--- src/rtl/fifo_rd_stream.sv ---
// Read-side drain stage: pops the async FIFO and presents words as a valid/ready stream via a
// 2-entry (main + skid) buffer. Optional delivered-word counter enabled by RD_STREAM_CNT_EN.
module fifo_rd_stream #(
  parameter int unsigned DSIZE = 8,
  parameter int unsigned CNT_W = 16
) (
  input  logic             rclk,
  input  logic             rrst_n,
  input  logic             rempty,
  input  logic [DSIZE-1:0] rdata,
  output logic             rinc,
  output logic             m_valid,
  output logic [DSIZE-1:0] m_data,
  input  logic             m_ready
`ifdef RD_STREAM_CNT_EN
  ,
  output logic [CNT_W-1:0] rd_count
`endif
);

  typedef enum logic [1:0] {StEmpty, StOne, StTwo} state_e;

  state_e           state_q, state_d;
  logic [DSIZE-1:0] main_q, main_d;
  logic [DSIZE-1:0] skid_q, skid_d;
  logic             pop, acc;

  // Pop decision looks only at occupancy, so m_ready never reaches rinc combinationally.
  assign rinc    = rrst_n && !rempty && (state_q != StTwo);
  assign pop     = rinc;
  assign m_valid = (state_q != StEmpty);
  assign m_data  = main_q;
  assign acc     = m_valid && m_ready;

  always_comb begin
    state_d = state_q;
    main_d  = main_q;
    skid_d  = skid_q;
    unique case (state_q)
      StEmpty: begin
        if (pop) begin
          main_d  = rdata;
          state_d = StOne;
        end
      end
      StOne: begin
        if (pop && acc) begin
          main_d = rdata;
        end else if (pop) begin
          skid_d  = rdata;
          state_d = StTwo;
        end else if (acc) begin
          state_d = StEmpty;
        end
      end
      StTwo: begin
        if (acc) begin
          main_d  = skid_q;
          state_d = StOne;
        end
      end
      default: state_d = StEmpty;
    endcase
  end

  always_ff @(posedge rclk or negedge rrst_n) begin
    if (!rrst_n) begin
      state_q <= StEmpty;
      main_q  <= '0;
      skid_q  <= '0;
    end else begin
      state_q <= state_d;
      main_q  <= main_d;
      skid_q  <= skid_d;
    end
  end

`ifdef RD_STREAM_CNT_EN
  logic [CNT_W-1:0] cnt_q, cnt_d;

  always_comb begin
    cnt_d = cnt_q;
    if (acc) begin
      cnt_d = cnt_q + 1'b1;
    end
  end

  always_ff @(posedge rclk or negedge rrst_n) begin
    if (!rrst_n) begin
      cnt_q <= '0;
    end else begin
      cnt_q <= cnt_d;
    end
  end

  assign rd_count = cnt_q;
`else
  logic unused_cnt_w;
  assign unused_cnt_w = ^CNT_W;
`endif

endmodule

--- config.mk ---
export PLATFORM = sky130hd
export DESIGN_NAME = fifo_rd_stream
export DESIGN_NICKNAME = d
export VERILOG_FILES = /design/src/rtl/fifo_rd_stream.sv
export SDC_FILE = /design/constraint.sdc
export NUM_CORES = 1
export LEC_CHECK = 0
export CORE_MARGIN = 8
export CORE_UTILIZATION = 43
export CTS_CLUSTER_SIZE = 24
export DETAILED_ROUTE_END_ITERATION = 10
export PLACE_DENSITY = 0.73
export SLEW_MARGIN = 20
export SYNTH_ARGS = -nofsm -noshare
export SYNTH_HDL_FRONTEND = slang
export SYNTH_SLANG_ARGS = --single-unit
export TNS_END_PERCENT = 5
--- constraint.sdc ---
create_clock -name rclk -period 1.8 [get_ports rclk]
set_clock_uncertainty 0.1 [all_clocks]
set_input_delay 0.45 -clock rclk [delete_from_list [all_inputs] [get_ports rclk]]
set_output_delay 0.45 -clock rclk [all_outputs]
set_load 0.03 [all_outputs]
# == Yosys cells after proc, flatten, opt, wreduce, memory -nomap -nowiden ==
# Cells that the tools add are included.
# classes
n_mux,10
reduce_logical,11
eq_ne,8
bitwise_logic,1
# op_table
operator,count
8-bit 2-to-1 mux,3
8-bit case mux with 3 select lines,1
2-bit 2-to-1 mux,5
2-bit != test (second input constant),5
4-bit AND reduction,2
2-bit case mux with 3 select lines,1
1-bit logical AND,4
3-bit != test (second input constant),1
3-bit AND reduction,1
3-bit nonzero test,1
2-bit by 1-bit == test with 1-bit output (second input constant),1
2-bit == test (second input constant),1
2-bit zero test,1
2-bit nonzero test,1
1-bit zero test,1
1-bit inverter,1
# totals
word_cells,33
in_bits,12
ff_bits,18

# == Depth between registers and ports, before layout ==
# logic_depth
depth_word,6
ltp_mapped,4
ltp_nobuf,3

# == Worst setup path before layout ==
# No wires, ideal clock.
# synth_path
kind,input port to flip-flop
startpoint,input rempty
endpoint,register main_q[0] (netlist: m_data[0])
setup_time_ns,0.123
required_time_ns,1.577
slack_ns,0.187
stages,4
arrival_time_ns,1.391
n_path_buf,1
path_cell_list,or3b_1 -> buf_2 -> or3_1 -> o221a_2
# synth_via
elab_chain_len,6
word_cells_on_any_way,7
classes_between,eq/ne: 2; reduce/logical: 5
# synth_rtl
element,line_no,source
start: declaration,9,"input logic rempty,"
1-bit zero test (*),29,assign rinc = rrst_n && !rempty && (state_q != StTwo);
1-bit logical AND (*) (2 in a row),29,
1-bit logical AND,47,if (pop && acc) begin
2-bit != test (no source line),n/a,
4-bit AND reduction (no source line) (*),n/a,
end signal: assignment,73,main_q <= main_d;
end: declaration,24,"logic [DSIZE-1:0] main_q, main_d;"
# Mark *: on every way between the ends. The rest lies on a longest branch, timed or not.
# A chain may end at the register's enable or synchronous reset.

# == Final worst setup path ==
# layout_path
startpoint,register state_q[1]
endpoint,output m_valid
# layout_via
elab_chain_len,1
# layout_rtl
element,line_no,source
start: declaration,23,"state_e state_q, state_d;"
start signal: assignment,68,state_q <= StEmpty;
start signal: assignment,72,state_q <= state_d;
2-bit nonzero test,31,assign m_valid = (state_q != StEmpty);
end: declaration,12,"output logic m_valid,"
# No other way between the ends.

==> reports/metrics.cfg <==
[run_status]
status = finished clean

[clock_network]
cts_buffer_depth = 2
numCtsBuffers = 3
cts.htree.levels = 1
clkTransAtPathRegs_ns = 0.10
cts_tree = yes
clock-root-buffer = clkbuf_4
insertion_delay_ns = 0.29
clkSinkCount = 18

[grt]
grt_overflow = 0
grt_pass1_vias = 621
grt_usage_pct = 11.2
grt_max_degree = 19
antenna_found_initial = 0
grt_first_pass_wirelength_mm = 2.90

[power_and_ir_drop]
power.internal_mw = 0.855
cellPowerDensity_nw_per_um2 = 1070
irDropWorstVdd_mv = 0.547
power.net_switching_mw = 0.407
p_seq_share_pct = 46.8
p_total_mw = 1.26
pwr-share-clk_pct = 19.6
p_leak_nw = 0.518
p_comb_share_pct = 33.6
sw_frac_of_total_pct = 32.2

[synthesis]
syn_nets = 71
synthTopCellsByArea = dfrtp_1 (57%), mux2_1 (11%), o221a_2 (11%)
ys_seq_area_share_pct = 56.5
synth_top_area_cell = dfrtp_1
synth_top_area_share_pct = 56.5
synthCells = 59
ys_types = 18
ys_warn_count = 0
avgSynthCellArea_um2 = 13.5
synth_area_um2 = 797
ys_seq_elements = 18

[floorplan]
core-area_um2 = 1730
die_w_um = 59.1
num_rows = 15
dieArea_um2 = 3490
ios = 22
initial_core_util_pct = 46.2
fp.dieH_um = 59.1

[sta]
tns_ns = 0
finalHoldViolCount = 0
relSlewSlack_pct = 79.6
setup_violations = 0
rsz0062_at_grt = true
max_slew.worst_pin.slew_ns = 0.308
layout_min_cycle_time_ns = 1.80
slew_violations = 0
finalCritPeriodShare_pct = 100
fmax_mhz = 556

[final_layout]
final_cell_area_um2 = 1180
nNetsFinal = 107
drive_gt1_share_pct = 33.0
diodes = 0
fillerInstances = 143
area_growth_pct = 48.5
final_common_cell = dfrtp_1
multi_input_area_um2 = 347
regArea_um2 = 450
final_cell_mix = dfrtp_1 (18), buf_4 (10), clkdlybuf4s50_1 (9), dlygate4sd2_1 (9)

[routing]
vias = 612
drtAntennaViolNets = 0
via_per_inst = 5.14
drt-total-wl_mm = 1.81
drtIter0Drc = 13
drc = 0
dr.pass1.iters = 4
drt-wirelength-per-cell_um = 15.2

[worst_setup_path]
startpoint_type = flip-flop
endpoint_kind = primary output
timing.reg2reg.setup_slack_ns = 0.12
critPathRequiredTime_ns = 1.25
critical_path_class = reg -> out
cp_max_fo = 2
cp.arrival_ns = 1.25

[flow_run]
max_cap_viol_count = 0

[place]
io_buffers = 21
gp_congestion = 0.733
dp_hpwl_mm = 1.34
place_area_um2 = 1120

[min_path]
min_path_type = in -> async

sequential cells by signal (all words and copies together), names as in the netlist:
name and count:
m_data 8, state_q 2, skid_q 8
worst paths after layout:
path                                    to       start  cells after the start
worst min register to register   skid_q[6]   skid_q[6]                      1
worst max register to register   m_data[0]  state_q[1]                      4
min in group rclk                skid_q[6]   skid_q[6]                      1
max in group asynchronous       state_q[1]      rrst_n                      3
worst max-delay path               m_valid  state_q[1]                      2
worst min-delay path             m_data[2]      rrst_n                      3
logic make-up after synthesis:
logic type	after synthesis	share of synthesized area, %
flip-flops	18	56.5
AO/OA/AOI/OAI	12	15.4
buffers and inverters	2	1.26
AND/OR/NAND/NOR	18	14.3
multiplexers	9	12.6
stage by stage:
stage	setup slack, ns	utilization (%)	instances	hold WS, ns
CTS	-0.0811	67.6	119	0.327
global placement	-0.399	64.9	114	0.374
detailed placement	-0.427	64.9	114	0.387
global route	-0.0536	68.6	119	0.357
finish	0.000513	68.6	119	0.338
floorplan	0.187	-	59	0.0544
timing repair:
| action | 4_1_cts | 5_1_grt |
|---|---|---|
| pin swaps | 0 | 1 |
| hold buffers | 0 | 0 |
| resized for setup | 15 | 4 |
| setup buffers | 1 | 0 |
| endpoints found under the setup margin | 18 | 10 |
| cloned | 0 | 0 |
| endpoints found under the hold margin | 0 | 0 |
power groups by stage:
stage / Sequential, mW / Clock, mW / Combinational, mW
finish: 0.590 / 0.248 / 0.424
global route: 0.605 / 0.275 / 0.458
CTS: 0.590 / 0.258 / 0.428
detailed placement: 0.601 / 0 / 0.458
global placement: 0.596 / 0 / 0.448
floorplan: 0.686 / 0 / 0.156
critical path, stage by stage (launching register included):
cell and delay [ns]:
dfrtp_1 0.39, or2_2 0.29, clkdlybuf4s15_2 0.28
per-layer routing:
metal | wire length [µm] | up-vias | GRT usage [%]
li1 | - | 297 | -
met5 | 0 | - | 0
met1 | 826 | 297 | 14.4
met2 | 876 | 16 | 16.4
met3 | 94 | 2 | 3.69
met4 | 15 | 0 | 5.12
synth_stat cells (all sizes together):
| master | number |
|---|---|
| a21oi | 2 |
| and2b | 1 |
| buf | 2 |
| dfrtp | 18 |
| mux2 | 8 |
| mux2i | 1 |
| nand2 | 1 |
| nand2b | 1 |
| nand3b | 1 |
| nor2 | 2 |
| nor2b | 1 |
| nor3b | 1 |
| o21ai | 1 |
| o221a | 8 |
| o22ai | 1 |
| or2 | 1 |
| or3 | 8 |
| or3b | 1 |
area by class of cell:
| type | instances | share of cell area [%] |
|---|---|---|
| Sequential cell | 18 | 38.1 |
| Timing Repair Buffer | 33 | 27.0 |
| Clock buffer | 4 | 3.07 |
| Tap cell | 25 | 2.64 |
| Multi-Input combinational cell | 39 | 29.3 |
No activity file was read; power rests on OpenSTA's default activity.
